## src/rtl/hier_icache_pkg.sv

```systemverilog
// Shared types and register map for the hierarchical icache control block.
package hier_icache_pkg;

  localparam logic [5:0] ICACHE_ENABLE_OFF      = 6'h00;
  localparam logic [5:0] ICACHE_FLUSH_OFF       = 6'h01;
  localparam logic [5:0] ICACHE_FLUSH_L1_OFF    = 6'h02;
  localparam logic [5:0] ICACHE_SEL_FLUSH_OFF   = 6'h03;
  localparam logic [5:0] ICACHE_CLEAR_CNTS_OFF  = 6'h04;
  localparam logic [5:0] ICACHE_ENABLE_CNTS_OFF = 6'h05;
  localparam logic [5:0] ICACHE_PREFETCH_OFF    = 6'h07;

  localparam logic [1:0] INIT_LAST_STEP = 2'd2;

  typedef enum logic [2:0] {
    OP_ENABLE        = 3'd0,
    OP_FLUSH         = 3'd1,
    OP_FLUSH_L1_ONLY = 3'd2,
    OP_SEL_FLUSH     = 3'd3,
    OP_CLEAR_CNTS    = 3'd4,
    OP_ENABLE_CNTS   = 3'd5,
    OP_PREFETCH_EN   = 3'd6,
    OP_INIT          = 3'd7
  } icache_cfg_op_e;

  typedef enum logic [2:0] {
    IDLE     = 3'd0,
    REQ      = 3'd1,
    WAIT_RSP = 3'd2,
    NEXT     = 3'd3,
    DONE     = 3'd4
  } icache_cfg_state_e;

  function automatic logic [5:0] icache_cfg_offset(input icache_cfg_op_e op,
                                                   input logic [1:0] step);
    logic [5:0] off;
    off = ICACHE_ENABLE_OFF;
    case (op)
      OP_ENABLE:        off = ICACHE_ENABLE_OFF;
      OP_FLUSH:         off = ICACHE_FLUSH_OFF;
      OP_FLUSH_L1_ONLY: off = ICACHE_FLUSH_L1_OFF;
      OP_SEL_FLUSH:     off = ICACHE_SEL_FLUSH_OFF;
      OP_CLEAR_CNTS:    off = ICACHE_CLEAR_CNTS_OFF;
      OP_ENABLE_CNTS:   off = ICACHE_ENABLE_CNTS_OFF;
      OP_PREFETCH_EN:   off = ICACHE_PREFETCH_OFF;
      OP_INIT: begin
        // INIT = enable, full flush, enable counters
        case (step)
          2'd0:    off = ICACHE_ENABLE_OFF;
          2'd1:    off = ICACHE_FLUSH_OFF;
          default: off = ICACHE_ENABLE_CNTS_OFF;
        endcase
      end
      default:          off = ICACHE_ENABLE_OFF;
    endcase
    return off;
  endfunction

  function automatic logic [31:0] icache_cfg_wdata(input icache_cfg_op_e op,
                                                   input logic [1:0] step,
                                                   input logic [31:0] data);
    logic [31:0] wd;
    wd = 32'h0;
    case (op)
      OP_ENABLE, OP_SEL_FLUSH, OP_ENABLE_CNTS, OP_PREFETCH_EN: wd = data;
      OP_INIT:  wd = (step == 2'd1) ? 32'h0 : 32'h1;
      default:  wd = 32'h0;
    endcase
    return wd;
  endfunction

endpackage

```

## src/rtl/icache_cfg_initiator.sv

```systemverilog
// Turns one abstract icache command into register writes on the peripheral bus.
// Define ICACHE_CFG_TIMEOUT_EN to build the per-transaction timeout counter and abort path.
//
// state    | meaning
// IDLE     | ready for a command
// REQ      | req_o high, waiting for gnt_i
// WAIT_RSP | granted, waiting for r_valid_i
// NEXT     | gap cycle before the next INIT step
// DONE     | one-cycle completion pulse
module icache_cfg_initiator
  import hier_icache_pkg::*;
#(
  parameter logic [31:0] BASE_ADDR      = 32'h1A10_C000,
  parameter int unsigned TIMEOUT_CYCLES = 256
) (
  input  logic        clk_i,
  input  logic        rst_ni,
  input  logic        cmd_valid_i,
  output logic        cmd_ready_o,
  input  logic [2:0]  cmd_op_i,
  input  logic [31:0] cmd_data_i,
  output logic        busy_o,
  output logic        done_valid_o,
  output logic        done_err_o,
  output logic        done_timeout_o,
  output logic        req_o,
  output logic [31:0] addr_o,
  output logic        wen_o,
  output logic [31:0] wdata_o,
  output logic [3:0]  be_o,
  input  logic        gnt_i,
  input  logic        r_valid_i,
  input  logic        r_opc_i
);

  icache_cfg_state_e state_q, state_d;
  icache_cfg_op_e    op_q, op_d;
  logic [31:0]       data_q, data_d;
  logic [1:0]        step_q, step_d;
  logic              req_q, req_d;
  logic [31:0]       addr_q, addr_d;
  logic [31:0]       wdata_q, wdata_d;
  logic              rdy_q, rdy_d;
  logic              busy_q, busy_d;
  logic              done_valid_q, done_valid_d;
  logic              done_err_q, done_err_d;
  logic              done_to_q, done_to_d;
  logic              to_expire;
  logic              err_hit;
  logic              to_hit;

  always_comb begin
    state_d = state_q;
    op_d    = op_q;
    data_d  = data_q;
    step_d  = step_q;
    err_hit = 1'b0;
    to_hit  = 1'b0;
    case (state_q)
      IDLE: begin
        if (cmd_valid_i) begin
          state_d = REQ;
          op_d    = icache_cfg_op_e'(cmd_op_i);
          data_d  = cmd_data_i;
          step_d  = 2'd0;
        end
      end
      REQ: begin
        if (to_expire) begin
          to_hit  = 1'b1;
          state_d = DONE;
        end else if (gnt_i) begin
          state_d = WAIT_RSP;
        end
      end
      WAIT_RSP: begin
        if (to_expire) begin
          to_hit  = 1'b1;
          state_d = DONE;
        end else if (r_valid_i) begin
          if (r_opc_i) begin
            err_hit = 1'b1;
            state_d = DONE;
          end else if ((op_q == OP_INIT) && (step_q != INIT_LAST_STEP)) begin
            state_d = NEXT;
            step_d  = step_q + 2'd1;
          end else begin
            state_d = DONE;
          end
        end
      end
      NEXT:    state_d = REQ;
      DONE:    state_d = IDLE;
      default: state_d = IDLE;
    endcase
  end

  // Outputs are decoded from the next state so every port comes straight from a flop.
  always_comb begin
    req_d        = (state_d == REQ);
    rdy_d        = (state_d == IDLE);
    busy_d       = (state_d != IDLE);
    done_valid_d = (state_d == DONE);
    done_err_d   = err_hit;
    done_to_d    = to_hit;
    addr_d       = addr_q;
    wdata_d      = wdata_q;
    if (state_d == REQ) begin
      addr_d  = BASE_ADDR + {24'h0, icache_cfg_offset(op_d, step_d), 2'b00};
      wdata_d = icache_cfg_wdata(op_d, step_d, data_d);
    end
  end

  always_ff @(posedge clk_i or negedge rst_ni) begin
    if (!rst_ni) begin
      state_q      <= IDLE;
      op_q         <= OP_ENABLE;
      data_q       <= 32'h0;
      step_q       <= 2'd0;
      req_q        <= 1'b0;
      addr_q       <= 32'h0;
      wdata_q      <= 32'h0;
      rdy_q        <= 1'b1;
      busy_q       <= 1'b0;
      done_valid_q <= 1'b0;
      done_err_q   <= 1'b0;
      done_to_q    <= 1'b0;
    end else begin
      state_q      <= state_d;
      op_q         <= op_d;
      data_q       <= data_d;
      step_q       <= step_d;
      req_q        <= req_d;
      addr_q       <= addr_d;
      wdata_q      <= wdata_d;
      rdy_q        <= rdy_d;
      busy_q       <= busy_d;
      done_valid_q <= done_valid_d;
      done_err_q   <= done_err_d;
      done_to_q    <= done_to_d;
    end
  end

`ifdef ICACHE_CFG_TIMEOUT_EN
  localparam int unsigned CNT_W = $clog2(TIMEOUT_CYCLES + 1);

  logic [CNT_W-1:0] cnt_q, cnt_d;

  always_comb begin
    cnt_d = cnt_q;
    if ((state_q == REQ) || (state_q == WAIT_RSP)) cnt_d = cnt_q + 1'b1;
    if ((state_d == REQ) && (state_q != REQ)) cnt_d = '0;
  end

  always_ff @(posedge clk_i or negedge rst_ni) begin
    if (!rst_ni) cnt_q <= '0;
    else         cnt_q <= cnt_d;
  end

  // Expiry wins over a grant or response arriving in the same cycle.
  assign to_expire = (cnt_q == CNT_W'(TIMEOUT_CYCLES - 1));
`else
  // No counter: never expires for any legal TIMEOUT_CYCLES (>= 2).
  assign to_expire = (TIMEOUT_CYCLES < 2);
`endif

  assign cmd_ready_o    = rdy_q;
  assign busy_o         = busy_q;
  assign done_valid_o   = done_valid_q;
  assign done_err_o     = done_err_q;
  assign done_timeout_o = done_to_q;
  assign req_o          = req_q;
  assign addr_o         = addr_q;
  assign wdata_o        = wdata_q;
  assign wen_o          = 1'b0;
  assign be_o           = 4'hF;

endmodule
```

## config.mk

```make
export PLATFORM = sky130hd
export DESIGN_NAME = icache_cfg_initiator
export DESIGN_NICKNAME = d
export VERILOG_FILES = /design/src/rtl/hier_icache_pkg.sv /design/src/rtl/icache_cfg_initiator.sv
export SDC_FILE = /design/constraint.sdc
export NUM_CORES = 1
export LEC_CHECK = 0
export CAP_MARGIN = 0
export CORE_MARGIN = 2
export CORE_UTILIZATION = 50
export DETAILED_ROUTE_END_ITERATION = 6
export GPL_ROUTABILITY_DRIVEN = 1
export PLACE_DENSITY = 0.95
export SETUP_SLACK_MARGIN = 0.1
export SYNTH_ARGS = -nofsm -noshare
export SYNTH_HDL_FRONTEND = slang
export SYNTH_SLANG_ARGS = --single-unit
```

## constraint.sdc

```tcl
create_clock -name clk_i -period 4.14 [get_ports clk_i]
set_input_delay 0.621 -clock clk_i [delete_from_list [all_inputs] [get_ports clk_i]]
set_output_delay 0.621 -clock clk_i [all_outputs]
set_load 0.005 [all_outputs]
```

==> run summary, run 1 <==
Hold_buf cts = 0
Async SR Flop Fraction = 100%
Final clock skew = 15.4 ps
Number of global-route vias before repair = 2524
CP Launch Type = input port
Top Layer Used = met4
Seq/Total Area, Yosys = 56.1%
Routed wire length on met3 = 394 um
Synth Instances = 319
Starting Density = 52.3%
Routed WL per cell = 14.1 um
CTS tree = done
Core area = 0.00691 mm2
Pwr dens = 752 mW/mm2
Synth Cell Area = 0.00361 mm2
Fin. Hold Viols = 0
Initial antenna violation count = 0
First-pass detailed-route iteration total = 5
Post-CTS Setup Inserts = 0
Die X = 89.0 um
Die area = 0.00793 mm2
Setup CP Type = in -> reg
Crit-path max FO = 20
Reg clk slew, reported paths = 80 ps
Port Buffers = 86
DRT met1 WL = 2.92 mm
Final Util = 67.0%
Worst Tran Pin Value = 975 ps
Synth Warn # = 0
Post-CTS resize count = 0
Die H = 89.0 um
Max Clk Rate = 411 MHz
Share of layout cells above drive strength 1 = 15.8%
IO Count = 116
Filler cells = 528
CTS Buf Count = 9
Pin count of the biggest net entering global routing = 82
Syn Area/Cell = 11.3 um2
Unrepaired setup endpoints after global routing = no
First-pass GRT wire length = 11.6 mm
Setup violators final = 0
Final WL = 7.08 mm
CP Launch Point = cmd_valid_i
Hpwl dp = 5.11 mm
Row count = 30
CP Data Arrival Time = 2640 ps
Clk sink count = 81
Relative slew margins = 35.0%
MaxCap Viol Count = 0
Fin crit period = 2430 ps
Avg Vias per Cell = 4.90
CP endpoint kind = flop
Yosys cell types = 42
Max-slew violations = 0
Most used flip-flop cell after synthesis = dfrtp_1
Commonest cells after routing, fill and taps aside = clkdlybuf4s50_1 (85), dfrtp_1 (80), mux2_2 (35), nand2b_1 (35), nand2_1 (35)
Routability cong. = 0.843
Post-route cell area = 0.00463 mm2
Detailed Route Iter0 Violations = 80
GRT Util Overall = 18.9%
Area after DPL = 0.00443 mm2
GRT Residual Overflow = 0
WP data required = 4350 ps
Leak = 0.00200 uW
Period utilization = 58.8%
Placed cells = 485
Number of synthesized flops with an enable pin = 0
#FFs+latches synth = 81
CTS Buffer Depth = 2
Clk Latency, worst-skew pair = 340 ps
Final nets = 442
Outcome = finished, final reports clean
Hold Path Class = in -> async
H-tree Lvls = 3
VDD IR max = 0.473 mV
FF-to-FF Start = state_q[2]
Area delta synth->final = 28.0%
DRC Markers = 0
Overall Power = 3480 uW
WL met2 = 3.68 mm
Diodes inserted = 0
Total negative slack = 0 ps
Final ANT Viol Nets = 0
Worst R2R Path Depth = 6
Vias = 2453
CTS Root Cell = clkbuf_8
Commonest non-fill, non-tap cell in the layout = clkdlybuf4s50_1
Fin cells = 501
[routing by layer]
metal / track usage, % / vias up
li1: - / 1161
met1: 22.8 / 1204
met2: 33.7 / 82
met3: 4.06 / 6
met4: 6.65 / 0
met5: 0 / -
[critical path: stages]
cell and delay, ps:
clkdlybuf4s50_1 470, nor4b_4 240, buf_4 320, mux2_2 420, xnor2_2 180, buf_4 240, o211ai_1 130
[through the flow]
step	hold slack, ps	setup slack (ps)
after floorplan	325	2120
after global placement	470	1430
after detailed placement	478	1360
after CTS	473	1710
after global routing	518	1600
final	449	1710
[cell usage after synthesis, drive strengths merged (2+ instances only)]
master / instances / share of area [%]
o21ai: 34 / 4.7
nand3: 2 / 0.28
a31oi: 3 / 0.52
o211ai: 2 / 0.42
and2: 2 / 0.35
xor2: 2 / 0.48
a21oi: 2 / 0.28
dfrtp: 80 / 55
buf: 43 / 8.3
clkbuf: 6 / 0.62
and3: 2 / 0.35
nand2: 35 / 3.6
mux2: 36 / 11
nor2: 5 / 0.52
nand2b: 35 / 6.1
conb: 2 / 0.21
inv: 7 / 0.73
[where the power goes]
group	internal, uW	total, uW	switching [uW]
clock	287	574	287
sequential	1140	1310	164
combinational	817	1600	778
total	2250	3480	1230
[flip-flops by register name, summed over array words and instances (netlist names)]
name          count
busy_o            1
op_q              3
data_q           32
req_o             1
state_q           3
wdata_o          32
done_valid_o      1
done_err_o        1
cmd_ready_o       1
addr_o            4
step_q            2
[path summary, 6_finish.rpt]
path / end / slack (ps)
max: wdata_o[0] / 1710
min: done_valid_o / 450
max reg2reg: wdata_o[0] / 1900
min reg2reg: wdata_o[10] / 490
max in group asynchronous: data_q[29] / 3080
min in group clk_i: wdata_o[10] / 490
[cell families after synthesis]
| group | Yosys count | synth area share, % |
|---|---|---|
| AOI/OAI and AO/OA | 49 | 7.86 |
| xor gates and xnor gates | 3 | 0.727 |
| adders and majority gates | 1 | 0.346 |
| buffers and inverters | 56 | 9.62 |
| DFF | 81 | 56.1 |
| muxes | 37 | 11.5 |
| other | 2 | 0.208 |
| and+or+nand+nor | 90 | 13.6 |
[area by class of cell]
type	count	area [um2]	share of cell area, %
clock buffer	10	128	2.76
clock inverter	6	72.6	1.57
inverter	7	26.3	0.568
multi-input combinational	209	1350	29.1
sequential	81	2030	43.8
tap	96	120	2.60
timing repair buffer	92	903	19.5
Power figures use the tool's default switching activity.
==> inputs of run 2 (changes only) <==
--- a/config.mk
+++ b/config.mk
@@ -7,10 +7,10 @@
 export LEC_CHECK = 0
 export CAP_MARGIN = 0
 export CORE_MARGIN = 2
-export CORE_UTILIZATION = 50
+export CORE_UTILIZATION = 42
 export DETAILED_ROUTE_END_ITERATION = 6
 export GPL_ROUTABILITY_DRIVEN = 1
-export PLACE_DENSITY = 0.95
+export PLACE_DENSITY = 0.88
 export SETUP_SLACK_MARGIN = 0.1
 export SYNTH_ARGS = -nofsm -noshare
 export SYNTH_HDL_FRONTEND = slang
==> constraint.sdc (replaced) <==
create_clock -name clk_i -period 2.2 [get_ports clk_i]
set_input_delay 0.33 -clock clk_i [delete_from_list [all_inputs] [get_ports clk_i]]
set_output_delay 0.33 -clock clk_i [all_outputs]
set_load 0.005 [all_outputs]
==> run 2 against run 1 <==
Setup slack lost 1500 ps. Cell area grew 2.5%. Hold slack gained 38 ps. First-iteration DRC count grew 40%. Sequential share of layout area shrank 1.1 points. Sequential power grew 87%. Combinational power grew 100%. Global-route usage shrank 3.3 points. Register-to-register slack lost 1700 ps. Critical endpoint is now addr_o[2]. Largest power group unchanged. Highest routed layer unchanged.
==> run summary, run 2 (synthesized netlist as in run 1, its figures left out) <==
Reg clk slew, reported paths = 90 ps (was 80 ps)
CTS Root Cell = clkbuf_8 (unchanged)
Share of layout cells above drive strength 1 = 16.9% (was 15.8%)
Post-route cell area = 0.00474 mm2 (was 0.00463 mm2)
First-pass detailed-route iteration total = 4 (was 5)
DRC Markers = 0 (unchanged)
Bufs and invs on worst path = 1 (was 3)
Final nets = 446 (was 442)
Initial antenna violation count = 0 (unchanged)
Number of global-route vias before repair = 2455 (was 2524)
Outcome = finished, final reports clean (unchanged)
CP Launch Type = flop (was input port)
Detailed Route Iter0 Violations = 112 (was 80)
H-tree Lvls = 3 (unchanged)
MaxCap Viol Count = 0 (unchanged)
FF-to-FF Start = state_q[2] (unchanged)
Post-CTS Setup Inserts = 0 (unchanged)
Clk Latency, worst-skew pair = 340 ps (about the same)
First-pass GRT wire length = 12.0 mm (was 11.6 mm)
Max-slew violations = 0 (unchanged)
Most Used Layer, Global Route = met2 (unchanged)
Hold Path Class = reg -> reg (was in -> async)
Met3 Use GR = 5.64% (was 4.06%)
Die X = 96.8 um (was 89.0 um)
Row count = 33 (was 30)
CP Launch Point = state_q[2] (was cmd_valid_i)
Commonest cells after routing, fill and taps aside = clkdlybuf4s50_1 (85), dfrtp_1 (80), mux2_2 (35), nand2b_1 (35), nand2_1 (35) (unchanged)
GRT Residual Overflow = 0 (unchanged)
Vias = 2464 (was 2453)
Fin cells = 514 (was 501)
Leak = 0.00205 uW (was 0.00200 uW)
Max Clk Rate = 498 MHz
CTS Buf Count = 9 (unchanged)
Worst Tran Pin Value = 549 ps (was 975 ps)
GRT Util Overall = 15.7% (was 18.9%)
Commonest non-fill, non-tap cell in the layout = clkdlybuf4s50_1 (unchanged)
Worst min-delay path startpoint = wdata_o[7]
Setup CP Type = reg -> reg (was in -> reg)
Area delta synth->final = 31.2% (was 28.0%)
Placed cells = 497 (was 485)
Internal reg-to-reg setup slack = 190 ps (was 1900 ps)
Period utilization = 91.4%
Setup violators final = 0 (unchanged)
Fin. Hold Viols = 0 (unchanged)
Final Worst Setup Slack = 190 ps (was 1710 ps)
VDD IR max = 0.696 mV (was 0.473 mV)
Post-place setup slack = -61.4 ps (was 1360 ps)
Routing usage on met2 = 26.9% (was 33.7%)
GR Util met1 = 19.2% (was 22.8%)
Die H = 96.8 um (was 89.0 um)
Relative slew margins = 63.4% (was 35.0%)
Avg Vias per Cell = 4.79 (was 4.90)
CP endpoint kind = flop (unchanged)
Final ANT Viol Nets = 0 (unchanged)
Core area = 0.00830 mm2 (was 0.00691 mm2)
Clk sink count = 81 (unchanged)
Area after DPL = 0.00451 mm2 (was 0.00443 mm2)
Routed WL per cell = 13.8 um (was 14.1 um)
Crit-path max FO = 10 (was 20)
Pwr dens = 1450 mW/mm2 (was 752 mW/mm2)
IO Count = 116 (unchanged)
Final clock skew = 6.63 ps (was 15.4 ps)
Pin count of the biggest net entering global routing = 44 (was 82)
Critical Path Max Stage Delay = 470 ps (about the same)
WP data required = 2400 ps (was 4350 ps)
CTS tree = done (unchanged)
Unrepaired setup endpoints after global routing = yes (was no)
CTS Buffer Depth = 2 (unchanged)
CP max-delay cell = dfrtp_1 (was clkdlybuf4s50_1)
Port Buffers = 86 (unchanged)
Cell Chain, Critical Path = nor4b_4 -> buf_4 -> mux2_2 -> a2111oi_0 -> a221oi_1 (was clkdlybuf4s50_1 -> nor4b_4 -> buf_4 -> mux2_2 -> xnor2_2 -> buf_4 -> o211ai_1)
Die area = 0.00936 mm2 (was 0.00793 mm2)
Hpwl dp = 5.09 mm (was 5.11 mm)
Starting Density = 43.6% (was 52.3%)
Routability cong. = 0.791 (was 0.843)
Final WL = 7.07 mm (was 7.08 mm)
CP Data Arrival Time = 2210 ps (was 2640 ps)
Largest delay share family, worst path = flip-flops (was buffers and inverters)
Fin crit period = 2010 ps
Diodes inserted = 0 (unchanged)
==> run 2: cell count changes in the layout (fill, tap and decap cells not counted) <==
cell           before  now
buf_12              0    4
inv_6               3    0
clkinv_2            0    2
buf_4               7    6
bufinv_16           1    2
clkbuf_1            1    0
clkinv_4            1    2
dlygate4sd3_1       0    1
mux2i_1             1    0
mux2i_2             0    1
==> run 2: path summary, 6_finish.rpt <==
| kind | cells after the start | end |
|---|---|---|
| setup / recovery | 5 | addr_o[2] |
| hold reg to reg | 2 | wdata_o[7] |
| hold / removal | 2 | wdata_o[7] |
| setup reg to reg | 5 | addr_o[2] |
| max in group asynchronous | 3 | wdata_o[23] |
| min in group asynchronous | 2 | done_valid_o |
==> run 2: cell type report <==
| cell class | instances | area [um2] |
|---|---|---|
| timing repair buffer | 96 | 986 |
| sequential | 81 | 2030 |
| clock buffer | 9 | 124 |
| inverter | 7 | 26.3 |
| multi-input combinational | 209 | 1350 |
| clock inverter | 7 | 95.1 |
| tap | 105 | 131 |
| fill | 714 | 3560 |
==> run 2: timing repair <==
item / in CTS / in global routing
hold buffers: 1 / 0
endpoints found under the setup margin: 0 / 3
gates resized for setup: 0 / 1
hold endpoints to repair: 41 / 0
==> run 2: metrics by stage <==
stage | setup TNS, ps | utilization [%] | power (uW) | hold WS [ps]
after floorplan | 0 | - | 4370 | 34.4
after global placement | -42.9 | 54.3 | 5640 | 347
after detailed placement | -865 | 54.3 | 5790 | 358
after CTS | 0 | 57.1 | 7000 | 495
after global routing | 0 | 57.1 | 7420 | 513
final | 0 | 57.1 | 6890 | 487
==> run 2: worst min-delay path, stage by stage, from the launching register on <==
cell and delay [ps]:
dfrtp_1 350, nand2_1 50, o21ai_1 60
==> run 2: layer usage <==
| metal | up-vias | wire length (um) | share of wire, % |
|---|---|---|---|
| li1 | 1174 | - | - |
| met1 | 1190 | 2950 | 42 |
| met2 | 96 | 3630 | 51 |
| met3 | 4 | 462 | 6.5 |
| met4 | 0 | 36 | 0.51 |
| met5 | - | 0 | 0 |
==> run 2: report_power, final <==
group	total [uW]	switching [uW]	internal, uW	leakage, uW
Sequential	2450	299	2150	0.00100
Clock	1170	535	639	0.000109
Combinational	3270	1510	1750	0.000941
Total	6890	2350	4540	0.00205
